**src/rtl/slot_allocator_pkg.sv**
```systemverilog
// Shared types and helpers for the slot allocator: slot count, index and mask types,
// and a free-slot population count used for reset/flush values.
package slot_allocator_pkg;

    localparam int unsigned NumSlots = 8;
    localparam int unsigned IdxW     = 3;

    typedef logic [IdxW-1:0]     slot_idx_t;
    typedef logic [NumSlots-1:0] slot_mask_t;
    typedef logic [IdxW:0]       slot_cnt_t;

    function automatic slot_cnt_t popcount_free(input slot_mask_t mask);
        slot_cnt_t n;
        n = '0;
        for (int i = 0; i < NumSlots; i++) begin
            if (!mask[i]) n = n + slot_cnt_t'(1);
        end
        return n;
    endfunction

endpackage

```
**src/rtl/slot_allocator_if.sv**
```systemverilog
// Allocation/free/flush handshake and status bundle between a requester and the allocator.
interface slot_allocator_if;
    import slot_allocator_pkg::*;

    logic       alloc_req;
    logic       alloc_gnt;
    slot_idx_t  alloc_idx;
    logic       free_valid;
    slot_idx_t  free_idx;
    logic       flush;
    slot_mask_t busy_mask;
    slot_cnt_t  free_count;
    logic       full;
    logic       err_double_free;

    modport master (
        output alloc_req, free_valid, free_idx, flush,
        input  alloc_gnt, alloc_idx, busy_mask, free_count, full, err_double_free
    );

    modport slave (
        input  alloc_req, free_valid, free_idx, flush,
        output alloc_gnt, alloc_idx, busy_mask, free_count, full, err_double_free
    );

endinterface

```
**src/rtl/slot_allocator_ctz.sv**
```systemverilog
// CountTrailingZero utility: index of the lowest set bit of val, or 8 when val is zero.
module CountTrailingZero (
    input  logic [7:0] val,
    output logic [3:0] count
);

    always_comb begin
        count = 4'd8;
        // Scan downwards so the lowest set bit is the last one written.
        for (int i = 7; i >= 0; i--) begin
            if (val[i]) count = 4'(i);
        end
    end

endmodule

```
**src/rtl/slot_allocator.sv**
```systemverilog
// 8-slot allocator granting the lowest free slot with same-cycle grant.
// Optional macro SLOT_ALLOC_BYPASS_EN lets a full allocator hand a freed slot straight over.
module slot_allocator
    import slot_allocator_pkg::*;
#(
    parameter slot_mask_t RESET_BUSY = 8'h00
) (
    input  logic           clk,
    input  logic           rst_n,
    slot_allocator_if.slave bus
);

    slot_mask_t busy_q, busy_d;
    slot_cnt_t  cnt_q, cnt_d;
    logic       err_q;

    logic [3:0] ctz_count;
    logic       full;
    logic       free_hit;
    logic       free_legal;
    logic       gnt_normal;
    logic       bypass;

    CountTrailingZero u_ctz (
        .val   (~busy_q),
        .count (ctz_count)
    );

    assign full       = (cnt_q == '0);
    assign free_hit   = busy_q[bus.free_idx];
    assign free_legal = bus.free_valid & free_hit & ~bus.flush;
    assign gnt_normal = rst_n & bus.alloc_req & ~full & ~bus.flush;

`ifdef SLOT_ALLOC_BYPASS_EN
    // Full and a slot is being released: give it to the requester without ever freeing it.
    assign bypass = rst_n & bus.alloc_req & full & free_legal;
`else
    assign bypass = 1'b0;
`endif

    assign bus.alloc_gnt       = gnt_normal | bypass;
    assign bus.alloc_idx       = bypass ? bus.free_idx : ctz_count[IdxW-1:0];
    assign bus.busy_mask       = busy_q;
    assign bus.free_count      = cnt_q;
    assign bus.full            = full;
    assign bus.err_double_free = err_q;

    always_comb begin
        busy_d = busy_q;
        cnt_d  = cnt_q;
        if (!bypass) begin
            if (gnt_normal) busy_d[ctz_count[IdxW-1:0]] = 1'b1;
            if (free_legal) busy_d[bus.free_idx] = 1'b0;
            case ({gnt_normal, free_legal})
                2'b10:   cnt_d = cnt_q - slot_cnt_t'(1);
                2'b01:   cnt_d = cnt_q + slot_cnt_t'(1);
                default: cnt_d = cnt_q;
            endcase
        end
    end

    always_ff @(posedge clk) begin
        if (!rst_n) begin
            busy_q <= RESET_BUSY;
            cnt_q  <= popcount_free(RESET_BUSY);
            err_q  <= 1'b0;
        end else if (bus.flush) begin
            busy_q <= RESET_BUSY;
            cnt_q  <= popcount_free(RESET_BUSY);
            err_q  <= 1'b0;
        end else begin
            busy_q <= busy_d;
            cnt_q  <= cnt_d;
            err_q  <= bus.free_valid & ~free_hit;
        end
    end

    // The scanner's "no free slot" result must agree with the counter.
    always_ff @(posedge clk) begin
        if (rst_n) begin
            assert (ctz_count[3] == full);
        end
    end

endmodule

```
**src/flat_wrapper.sv**
```systemverilog
// flat-port wrapper written by rule: the top's interface ports become plain ports
module slot_allocator_flat import slot_allocator_pkg::*;
#(
    parameter slot_mask_t RESET_BUSY = 8'h00
)
  (clk, rst_n, bus_alloc_req, bus_free_valid, bus_free_idx, bus_flush, bus_alloc_gnt, bus_alloc_idx, bus_busy_mask, bus_free_count, bus_full, bus_err_double_free);
  slot_allocator_if bus_i ();
  input  logic clk;
  input  logic rst_n;
  input wire logic [$bits(bus_i.alloc_req)-1:0] bus_alloc_req;
  input wire logic [$bits(bus_i.free_valid)-1:0] bus_free_valid;
  input wire logic [$bits(bus_i.free_idx)-1:0] bus_free_idx;
  input wire logic [$bits(bus_i.flush)-1:0] bus_flush;
  output wire logic [$bits(bus_i.alloc_gnt)-1:0] bus_alloc_gnt;
  output wire logic [$bits(bus_i.alloc_idx)-1:0] bus_alloc_idx;
  output wire logic [$bits(bus_i.busy_mask)-1:0] bus_busy_mask;
  output wire logic [$bits(bus_i.free_count)-1:0] bus_free_count;
  output wire logic [$bits(bus_i.full)-1:0] bus_full;
  output wire logic [$bits(bus_i.err_double_free)-1:0] bus_err_double_free;
  assign bus_i.alloc_req = bus_alloc_req;
  assign bus_i.free_valid = bus_free_valid;
  assign bus_i.free_idx = bus_free_idx;
  assign bus_i.flush = bus_flush;
  assign bus_alloc_gnt = bus_i.alloc_gnt;
  assign bus_alloc_idx = bus_i.alloc_idx;
  assign bus_busy_mask = bus_i.busy_mask;
  assign bus_free_count = bus_i.free_count;
  assign bus_full = bus_i.full;
  assign bus_err_double_free = bus_i.err_double_free;
  slot_allocator #(.RESET_BUSY(RESET_BUSY)) u_core (.clk(clk), .rst_n(rst_n), .bus(bus_i));
endmodule
```
**config.mk**
```make
export PLATFORM = sky130hd
export DESIGN_NAME = slot_allocator_flat
export DESIGN_NICKNAME = d
export VERILOG_FILES = /design/src/rtl/slot_allocator_pkg.sv /design/src/rtl/slot_allocator_if.sv /design/src/rtl/slot_allocator_ctz.sv /design/src/rtl/slot_allocator.sv /design/src/flat_wrapper.sv
export SDC_FILE = /design/constraint.sdc
export NUM_CORES = 1
export LEC_CHECK = 0
export CORE_MARGIN = 8
export CORE_UTILIZATION = 40
export CTS_CLUSTER_DIAMETER = 200
export CTS_CLUSTER_SIZE = 20
export DETAILED_ROUTE_END_ITERATION = 8
export GPL_TIMING_DRIVEN = 1
export PLACE_DENSITY = 0.84
export REMOVE_ABC_BUFFERS = 1
export SETUP_SLACK_MARGIN = 0.2
export SLEW_MARGIN = 40
export SYNTH_ARGS = -nofsm -noshare
export SYNTH_HDL_FRONTEND = slang
export SYNTH_SLANG_ARGS = --single-unit
```
**constraint.sdc**
```tcl
create_clock -name clk -period 2.6 [get_ports clk]
set_clock_uncertainty 0.05 [all_clocks]
set_input_delay 0.52 -clock clk [delete_from_list [all_inputs] [get_ports clk]]
set_output_delay 0.52 -clock clk [all_outputs]
set_load 0.05 [all_outputs]
```
==> impl_results.md, run 1 <==
- Width of the die: 62.7 um
- Non-filler instance count after layout: 181
- Crit Path Category: input pin to flip-flop
- Via density: 5.81
- Hold Vio Cnt, Final: 0
- P_sw: 0.137 mW
- Nets: 166
- Post-DP HPWL: 2.13 mm
- Nature of the critical path endpoint: flip-flop
- Die Span Y: 62.7 um
- Initial Utilization: 41.1%
- Slew @ Worst Pin: 536 ps
- Max Cap Viol: 0
- DRT iter0 DRCs: 76
- Crit share post-route: 92.7%
- Post-synth top area share: 29.8%
- Total core area: 0.00213 mm2
- Final Max Slew Viols: 0
- Commonest non-fill, non-tap cells in the layout: buf_4, clkdlybuf4s50_1, dfxtp_1
- Clk slew on worst S/H paths: 80 ps
- Vias: 1052
- Gate power share: 26.7%
- Synthesis-to-layout area growth: 69.2%
- Seq/Total Area, Yosys: 29.8%
- Syn_area_per_cell: 8.73 um2
- Congestion Overflow GR: 0
- Status: completed
- Layout cells sized above 1: 41.2%
- DR DRC count: 0
- Later-pin clock latency in the skew report: 270 ps
- Setup violations, final: 0
- CP Launch Type: input pin
- H-Tree Depth: 1
- Routed WL: 3.27 mm
- Leading area contributor after synthesis: dfxtp_1
- Clock power share: 28.0%
- Relative slew slack: 64.1%
- RD Place Congestion: 0.924
- DIE AREA: 0.00393 mm2
- Most common cell after layout, fill and taps aside: buf_4
- Min Tclk post-route: 2410 ps
- Clock tree from TritonCTS: built
- Flops & latches, synth: 13
- Critical Path AT: 2510 ps
- Placed Cells incl. Taps: 171
- CTS Buf Count: 3
- First-pass DRT Iterations: 5
- Synth Warn #: 0
- Yosys cell types: 46
- Maximum clock rate: 0.415 GHz
- Clk buf depth: 2
- Final setup margin: 190 ps
- CP Data Required Time: 2700 ps
- Worst reg2reg path depth: 11
- Ant diodes: 0
- Std-Cell Rows: 17
- RSZ-0062 raised after global routing: yes
- I/O Buffers: 25
- Highest ir drop seen on vdd: 0.243 mV
- Hold Path Class: flip-flop to flip-flop
- Crit Path Max Fanout: 4
- Mapped cell area: 873 um2
- First-pass GRT wire length: 5.15 mm
- Largest net degree at the start of global routing: 11
- Vias in the first global route: 1048
- Main flop type after synthesis: dfxtp_1
- Internal: 0.318 mW
- Post-synth EDFFs: 0
- Final Total Pwr: 0.454 mW
- Final antenna-violating net count: 0
- Synth area leaders: dfxtp_1, a21oi_1, ha_1, mux2i_1, nor2_1
- Final core utilization: 69.5%
- PwrDens: 307 mW/mm2
- Clk root buf: clkbuf_4
- Wire per inst: 18.1 um
- Async SR Flop Fraction: 0%
- Cells after Synth: 100
- Switching part of the total: 30.1%
- Setup WS pre-CTS: -581 ps
- Clock sink total: 13
- Initial antenna violation count: 0
- GRT Overall Usage: 16.0%
- Hold path depth: 2
- Part of the power in registers: 45.3%
- Leak Pwr: 0.594 nW
- Ports: 26
[final timing paths]
check                                              from                       end  slack (ps)
worst min register to register  u_core.bus.busy_mask[5]   u_core.bus.busy_mask[5]         430
worst max-delay path                    bus_free_idx[2]  u_core.bus.free_count[3]         190
worst min-delay path            u_core.bus.busy_mask[5]   u_core.bus.busy_mask[5]         430
worst max register to register  u_core.bus.busy_mask[4]  u_core.bus.free_count[3]         220
[cell type report]
cell class,instances,area (um2)
clock buffers,4,26.3
flip-flops and latches,13,262
repair buffers,54,472
well taps,28,35.0
fillers,147,649
inverters,7,28.8
multi-input cells,75,654
[cells in the mapped netlist, drive strengths merged, types with 2 or more instances]
master / count
dfxtp: 13
a21oi: 9
nor2: 8
inv: 7
nand2: 5
buf: 4
nor3: 4
a31oi: 3
ha: 3
mux2i: 3
nand2b: 3
o41ai: 3
a211oi: 2
a21boi: 2
nand3b: 2
nor2b: 2
o211ai: 2
o21ai: 2
[critical path, stage by stage]
cell      delay (ps)
clkbuf_2         110
mux2i_2          170
o32ai_4          310
nor2b_4           70
a21oi_2          130
ha_2             220
inv_4             60
ha_4             280
nand3_1          120
a211oi_2         270
nor3_1            90
nand3b_1         160
[metrics by stage]
stage               TNS [ps]  cell area [um2]  hold WS, ps
global placement       -1330             1290          437
floorplan              -1810              835          579
CTS                        0             1400          468
finish                     0             1480          434
detailed placement     -1720             1290          454
global route               0             1480          479
[power by group through the flow]
stage / combinational (mW) / clock [mW] / sequential [mW]
6_report: 0.121 / 0.127 / 0.206
5_1_grt: 0.128 / 0.140 / 0.206
4_1_cts: 0.110 / 0.129 / 0.205
3_5_place_dp: 0.102 / 0 / 0.209
3_3_place_gp: 0.100 / 0 / 0.209
2_1_floorplan: 0.0342 / 0 / 0.222
[repair_timing]
item	CTS	global route
hold buffers	0	0
resized for setup	25	19
setup buffers	2	4
pin swaps	4	8
setup endpoints to repair	5	5
[flip-flops by register name, summed over array words and instances, names as in the netlist]
signal	flops
u_core.bus.busy_mask	8
u_core.bus.free_count	4
u_core.bus.err_double_free	1
[kinds of logic after synthesis]
logic type / after synthesis / share of synthesized area [%]
DFF: 13 / 29.8
muxes: 4 / 5.16
AOI/OAI and AO/OA: 29 / 24.6
and+or+nand+nor: 36 / 24.4
adders and majority gates: 4 / 6.59
buffers and inverters: 12 / 7.45
xor gates and xnor gates: 2 / 2.01
[per-layer routing]
| metal | wire (um) | vias to the layer above | GRT usage, % |
|---|---|---|---|
| met2 | 1590 | 64 | 29.2 |
| li1 | - | 480 | - |
| met3 | 254 | 16 | 3.41 |
| met4 | 99 | 0 | 5.13 |
| met5 | 0 | - | 0 |
| met1 | 1330 | 492 | 17.8 |
Note: power is estimated with default switching activity, not from simulation.
==> inputs of run 2 (changes only) <==
MAX_ROUTING_LAYER = met4   (was default)
==> run 2 against run 1 <==
Net effect:
- cell area stayed put
- die area did not move
- register-to-register slack improved by 20 ps
- hold slack improved by 3.3 ps
- combinational power barely moved
==> impl_results.md, run 2 (same netlist as run 1, synthesis figures left out) <==
- First-pass GRT wire length: 5.17 mm
- Total core area: 0.00213 mm2
- Maximum clock rate: 0.417 GHz
- Slowest stage cell, crit path: o32ai_4
- Hold path start: u_core.bus.busy_mask[5]
- Hold-fix buffer count after cts: 0
- Internal: 0.318 mW
- Vias: 1045
- Later-pin clock latency in the skew report: 280 ps
- GRT Overall Usage: 16.4%
- Gate power share: 26.4%
- Ports: 26
- Layout cells sized above 1: 41.2%
- Synthesis-to-layout area growth: 69.2%
- Wire per inst: 18.3 um
- Ant diodes: 0
- RD Place Congestion: 0.941
- Final core utilization: 69.5%
- Std-Cell Rows: 17
- Hold Path Class: flip-flop to flip-flop
- DIE AREA: 0.00393 mm2
- First-pass DRT Iterations: 4
- Most common cell after layout, fill and taps aside: buf_4
- Reg2reg end: u_core.bus.free_count[3]
- CP max stage delay: 310 ps
- Clk slew on worst S/H paths: 90 ps
- Placed Cells incl. Taps: 171
- Non-filler instance count after layout: 181
- Leak Pwr: 0.594 nW
- Hold path depth: 2
- P_sw: 0.143 mW
- DR DRC count: 0
- Hold Vio Cnt, Final: 0
- Crit Path Max Fanout: 4
- Largest net degree at the start of global routing: 11
- Final antenna-violating net count: 0
- Crit share post-route: 92.3%
- Relative slew slack: 64.5%
- R2r setup slk: 240 ps
- Number of flip-flops in the largest register: 8
- Post-DP HPWL: 2.13 mm
- Congestion Overflow GR: 0
- Via density: 5.77
- Nets: 166
- CP Depth: 12
- CTS Buf Count: 3
- Clock sink total: 13
- Clk buf depth: 2
- Crit Path Category: input pin to flip-flop
- Setup violations, final: 0
- Worst Hold Path EP: u_core.bus.busy_mask[5]
- Final Max Slew Viols: 0
- Initial Utilization: 41.1%
- Status: completed
- Part of the power in registers: 44.6%
- PwrDens: 312 mW/mm2
- WHS: 437 ps
- Nature of the critical path endpoint: flip-flop
- Clock tree from TritonCTS: built
- CP Launch Type: input pin
- Crit path max-delay family: compound AO/OA/AOI/OAI gates
- H-Tree Depth: 1
- RR Startpoint: u_core.bus.busy_mask[4]
- Slew @ Worst Pin: 531 ps
- Initial antenna violation count: 0
- Critical Path AT: 2520 ps
- Width of the die: 62.7 um
- Switching part of the total: 31.1%
- Commonest non-fill, non-tap cells in the layout: buf_4, clkdlybuf4s50_1, dfxtp_1
- CP cell instances: clkbuf_2, mux2i_2, o32ai_4, nor2b_4, a21oi_2, ha_2, inv_4, ha_4, nand3_1, a211oi_2, nor3_1, nand3b_1
- DRT iter0 DRCs: 71
- CP Data Required Time: 2720 ps
- Max Cap Viol: 0
- Worst reg2reg path depth: 11
- Final Total Pwr: 0.461 mW
- I/O Buffers: 25
- Clk root buf: clkbuf_4
- Highest ir drop seen on vdd: 0.256 mV
- Worst path bufs/invs: 2
- Vias in the first global route: 1055
- Die Span Y: 62.7 um
- Clock power share: 29.0%
- RSZ-0062 raised after global routing: yes
- Routed WL: 3.31 mm
- Min Tclk post-route: 2400 ps
[run 2: cell counts in the layout (fill, tap and decap cells not counted)]
Identical to the previous run, type by type.
[run 2: metrics by stage]
| step | setup TNS, ps | cell area, um2 | setup WS, ps |
|---|---|---|---|
| after floorplan | -1810 | 835 | -438 |
| after global placement | -1330 | 1290 | -478 |
| after detailed placement | -1720 | 1290 | -581 |
| after CTS | 0 | 1400 | 208 |
| after global routing | 0 | 1480 | 147 |
| final | 0 | 1480 | 200 |
[run 2: what timing repair did]
action,in CTS,in global routing
pin swaps,4,8
setup endpoints to repair,5,5
gates resized for setup,25,19
buffers inserted,2,4
[run 2: worst max path at each step]
| stage | slack (ps) | to | start |
|---|---|---|---|
| after floorplan | -440 | u_core.bus.free_count[3] | u_core.bus.free_count[1] |
| after global placement | -480 | u_core.bus.free_count[3] | bus_free_idx[1] |
| after detailed placement | -580 | u_core.bus.free_count[3] | bus_free_idx[1] |
| after CTS | 210 | u_core.bus.free_count[3] | bus_free_idx[2] |
| after global routing | 150 | u_core.bus.free_count[2] | bus_free_idx[2] |
| final | 200 | u_core.bus.free_count[3] | bus_free_idx[2] |
[run 2: worst register-to-register path: cells and delay by family (launching register included)]
| family | cells | cell delay, ps |
|---|---|---|
| buf+inv | 1 | 60 |
| mux | 1 | 110 |
| fa+ha+maj | 2 | 500 |
| simple gates | 4 | 440 |
| flops | 1 | 380 |
| compound gates | 3 | 710 |
[run 2: area by class of cell]
| cell class | instances | area, um2 |
|---|---|---|
| multi-input cells | 75 | 654 |
| fillers | 147 | 649 |
| repair buffers | 54 | 472 |
| flip-flops and latches | 13 | 262 |
| well taps | 28 | 35.0 |
| inverters | 7 | 28.8 |
| clock buffers | 4 | 26.3 |
[run 2: power groups by stage]
stage | registers [mW] | clock network (mW) | logic, mW
floorplan | 0.222 | 0 | 0.0342
global placement | 0.209 | 0 | 0.100
detailed placement | 0.209 | 0 | 0.102
CTS | 0.205 | 0.129 | 0.110
global route | 0.206 | 0.142 | 0.128
finish | 0.206 | 0.134 | 0.122
[run 2: per-layer routing]
metal | routed length (um) | GRT usage, % | vias up
li1 | - | - | 477
met1 | 1360 | 18.2 | 497
met2 | 1620 | 29.0 | 65
met3 | 272 | 3.05 | 6
met4 | 53 | 5.13 | 0
met5 | 0 | - | -
==> inputs of run 3 (changes only) <==
PLACE_DENSITY = 0.85   (was 0.84)
SYNTH_HIERARCHICAL = 1   (was default)
==> run 3 against run 2 <==
Net effect:
- cell area is 8.9% lower
- fmax is 2.6% higher
- clock-buffer cell count unchanged
- via count shrank 11%
- die area fell by 4.4%
- first-iteration DRC count fell by 41%
==> impl_results.md, run 3 <==
- Clock sink total: 13
- Wire per inst: 16.0 um
- GRT Overall Usage: 14.7%
- Vias in the first global route: 904
- H-Tree Depth: 1
- Internal: 0.311 mW
- Via density: 5.58
- P_sw: 0.124 mW
- Cells after Synth: 97
- Clk root buf: clkbuf_4
- Min Tclk post-route: 2340 ps
- Placed Cells incl. Taps: 162
- Worst setup endpoint: u_core/bus.free_count[3]
- Final setup TNS: 0 ps
- PwrDens: 323 mW/mm2
- Std-Cell Rows: 16
- DR DRC count: 0
- Setup violations, final: 0
- Part of the power in registers: 47.6%
- Status: completed
- Total core area: 0.00194 mm2
- Non-filler instance count after layout: 166
- Worst reg2reg path depth: 10
- Worst Setup SP: bus_free_idx[0]
- Commonest non-fill, non-tap cells in the layout: buf_4, clkdlybuf4s50_1, inv_1
- Nets: 152
- Synth Warn #: 6
- CP Data Required Time: 2710 ps
- Routed WL: 2.65 mm
- Clk slew on worst S/H paths: 80 ps
- Crit Path Category: input pin to flip-flop
- Reg2reg end: u_core/bus.free_count[3]
- Width of the die: 61.3 um
- I/O Buffers: 25
- Max Cap Viol: 0
- DRT iter0 DRCs: 42
- Relative slew slack: 58.9%
- RR Startpoint: u_core/bus.busy_mask[7]
- RD Place Congestion: 0.979
- RSZ-0062 raised after global routing: no
- WHS: 411 ps
- Vias: 927
- Layout cells sized above 1: 35.3%
- CP Launch Type: input pin
- Later-pin clock latency in the skew report: 270 ps
- Slew @ Worst Pin: 612 ps
- Hold-fix buffer count after cts: 0
- First-pass GRT wire length: 3.96 mm
- Maximum clock rate: 0.428 GHz
- Final Total Pwr: 0.435 mW
- DIE AREA: 0.00376 mm2
- Initial antenna violation count: 0
- Switching part of the total: 28.5%
- Congestion Overflow GR: 0
- Gate power share: 23.5%
- Initial Utilization: 42.3%
- R2r setup slk: 270 ps
- Leak Pwr: 0.541 nW
- Clk buf depth: 2
- Hold Vio Cnt, Final: 0
- Clock power share: 28.9%
- Most common cell after layout, fill and taps aside: buf_4
- Fillers: 169
- First-pass DRT Iterations: 4
- Highest ir drop seen on vdd: 0.283 mV
- Hold Path Class: input pin to flip-flop
- Mapped cell area: 822 um2
- Final antenna-violating net count: 0
- Ant diodes: 0
- Number of flip-flops in the largest register: 8
- Crit share post-route: 89.9%
- Clock tree from TritonCTS: built
- Synthesis-to-layout area growth: 63.8%
- Largest net degree at the start of global routing: 11
- Crit Path Max Fanout: 5
- Post-DP HPWL: 1.98 mm
- Ports: 26
- Die Span Y: 61.3 um
- Critical Path AT: 2450 ps
- Final Max Slew Viols: 0
- Nature of the critical path endpoint: flip-flop
- CTS Buf Count: 3
- Syn_area_per_cell: 8.47 um2
run 3: cell types whose count changed in the layout (fill, tap and decap cells not counted), sizes merged, moves of 4 or more:
cell / before / now
nand2: 5 / 1
buf: 35 / 22
inv: 7 / 13
nor2b: 2 / 6
a22oi: 0 / 6
nor2: 8 / 13
run 3: per-stage QoR:
stage	util, %	instance area (um2)	worst slack [ps]
after floorplan	-	811	-1110
after CTS	65.1	1260	250
after global routing	69.3	1350	169
after global placement	62.6	1210	-576
final	69.3	1350	261
after detailed placement	62.6	1210	-675
run 3: power by group through the flow:
stage	Sequential [mW]	Clock, mW	Combinational (mW)
floorplan	0.222	0	0.0338
global placement	0.211	0	0.0913
detailed placement	0.211	0	0.0922
CTS	0.207	0.127	0.0938
global route	0.208	0.137	0.108
finish	0.207	0.126	0.102
run 3: area by class of cell:
cell class | instances | area, um2 | share of cell area (%)
multi-input cells | 68 | 591 | 43.9
well taps | 27 | 33.8 | 2.51
inverters | 13 | 51.3 | 3.81
flip-flops and latches | 13 | 264 | 19.6
repair buffers | 41 | 380 | 28.3
clock buffers | 4 | 26.3 | 1.95
run 3: metal layers:
metal	vias up	wire length, um	global-route usage [%]
met5	-	0	-
met4	0	43	7.14
met3	6	189	3.34
met2	36	1280	24.2
met1	449	1140	16.3
li1	436	-	-
run 3: how the worst min path moves through the flow:
| stage | startpoint | end | cells past startpoint |
|---|---|---|---|
| 2_1_floorplan | bus_free_idx[0] | u_core/bus.busy_mask[7] | 1 |
| 3_3_place_gp | u_core/bus.free_count[3] | u_core/bus.free_count[3] | 3 |
| 3_5_place_dp | u_core/bus.free_count[2] | u_core/bus.free_count[2] | 2 |
| 4_1_cts | bus_free_idx[0] | u_core/bus.busy_mask[3] | 2 |
| 5_1_grt | bus_free_idx[0] | u_core/bus.busy_mask[3] | 2 |
| 6_report | bus_free_idx[0] | u_core/bus.busy_mask[3] | 2 |
run 3: worst max-delay path, stage by stage:
cell and delay [ps]:
buf_6 90, mux4_2 550, mux2i_4 190, nor2b_4 60
ha_4 170, inv_4 80, ha_4 160, nand3_2 90
a211oi_2 320, nor3_2 70, nand3b_1 150
run 3: timing repair:
item                       CTS  global route
resized for setup           13            21
setup endpoints to repair    4             3
buffers inserted             0             0
pin swaps                    2             5
==> patch: new RTL, config.mk and constraints of run 3 <==
Set the package constant `NumSlots` to 4 (it was 8).
--- a/src/rtl/slot_allocator_pkg.sv
+++ b/src/rtl/slot_allocator_pkg.sv
@@ -3,5 +3,5 @@
 package slot_allocator_pkg;
 
-    localparam int unsigned NumSlots = 8;
+    localparam int unsigned NumSlots = 4;
     localparam int unsigned IdxW     = 3;
 
Interface: changed (resized bus_busy_mask); port bits go from 26 to 22. No check against the original RTL was run, so the function may have changed too.
==> patch against run 3 <==
Sequential cell count shrank 4. Synthesized area down 21%. Setup slack worse by 18 ps. Hold slack better by 29 ps. Sequential share of layout area is 2.8 points lower. Routed wire length fell by 27%. Final cell count decreased by 18%. Register-to-register slack lost 30 ps. Non-clock buffer count decreased by 6. Sequential power fell by 29%. Total power fell by 18%. Cell area shrank 17%. Largest cell class unchanged. Largest power group unchanged.
==> patch: results (changes against run 3) <==
| Metric | Value |
|---|---|
| Nets | 133 (was 152) |
| Worst-margin pin slew | 500 ps (was 612 ps) |
| Final wirelength | 1.95 mm (was 2.65 mm) |
| Outcome | completed (unchanged) |
| R2r setup slk | 240 ps (was 270 ps) |
| Setup Buffers After CTS | 2 (was 0) |
| Port buffer count | 21 (was 25) |
| Leak | 0.499 nW (was 0.541 nW) |
| Hold path depth | 1 (was 2) |
| HPWL after detailed placement | 1.44 mm (was 1.98 mm) |
| Gr usage total | 0.115 (was 0.147) |
| Die ar. | 3180 um^2 (was 3760 um^2) |
| 1st-iter DRT viols | 22 (was 42) |
| Final GP Congestion | 0.787 (was 0.979) |
| First-pass GRT wire length | 2.99 mm (was 3.96 mm) |
| Hold_sp | u_core/bus.busy_mask[3] (was bus_free_idx[0]) |
| Vias per Instance | 5.30 (was 5.58) |
| R2R Path End | u_core/bus.free_count[3] (unchanged) |
| Worst-case reg-to-reg path depth | 9 (was 10) |
| Share of layout cells above drive strength 1 | 0.358 (was 0.353) |
| Worst vdd ir | 0.252 mV (was 0.283 mV) |
| Gates resized, CTS repair | 8 (was 13) |
| HP Class | flip-flop to flip-flop (was input pin to flip-flop) |
| Vias in the first global route | 709 (was 904) |
| RR Startpoint | u_core/bus.busy_mask[2] (was u_core/bus.busy_mask[7]) |
[patch: metrics by stage]
step	instances	TNS [ps]	area [um^2]	hold slack (ps)	utilization
CTS	135	0	1060	477	0.696
global route	136	0	1120	469	0.735
finish	136	0	1120	440	0.735
global placement	129	-1060	1000	444	0.656
floorplan	81	-1450	682	583	-
detailed placement	129	-1360	1000	449	0.656
[patch: worst max-delay path, stage by stage, from the launching register on]
cell and delay [ps]:
dfxtp_1 350, mux4_2 480, and3b_2 260, ha_4 180
inv_4 80, ha_4 150, nand3_2 90, a211o_1 300
a211oi_2 240, a31o_1 130
[patch: final cells by class]
type,instances,area (um^2)
Multi-Input combinational cell,63,523
Tap cell,16,20.0
Timing Repair Buffer,35,327
Clock buffer,4,26.3
Inverter,9,36.3
Sequential cell,9,188
Fill cell,120,404
[patch: power by group]
group          internal [mW]  leakage (nW)  switching, mW  total, mW
Clock                 0.0593        0.0150         0.0557      0.115
Sequential             0.142        0.0749        0.00524      0.147
Combinational         0.0466         0.409         0.0502     0.0968
[patch: worst max-delay path by stage]
stage,startpoint,end,depth (start not counted)
after floorplan,u_core/bus.free_count[0],u_core/bus.free_count[3],11
after global placement,bus_free_idx[0],u_core/bus.free_count[3],10
after detailed placement,bus_free_idx[0],u_core/bus.free_count[3],10
after CTS,bus_flush,u_core/bus.free_count[3],12
after global routing,u_core/bus.busy_mask[2],u_core/bus.free_count[3],9
final,u_core/bus.busy_mask[2],u_core/bus.free_count[3],9
[patch: layer usage]
| layer | vias to the layer above | wire length [um] | track usage |
|---|---|---|---|
| met2 | 35 | 996 | 0.200 |
| met5 | - | 0 | - |
| met3 | 8 | 146 | 0.0449 |
| met4 | 0 | 18 | 0.0412 |
| met1 | 334 | 786 | 0.113 |
| li1 | 344 | - | - |
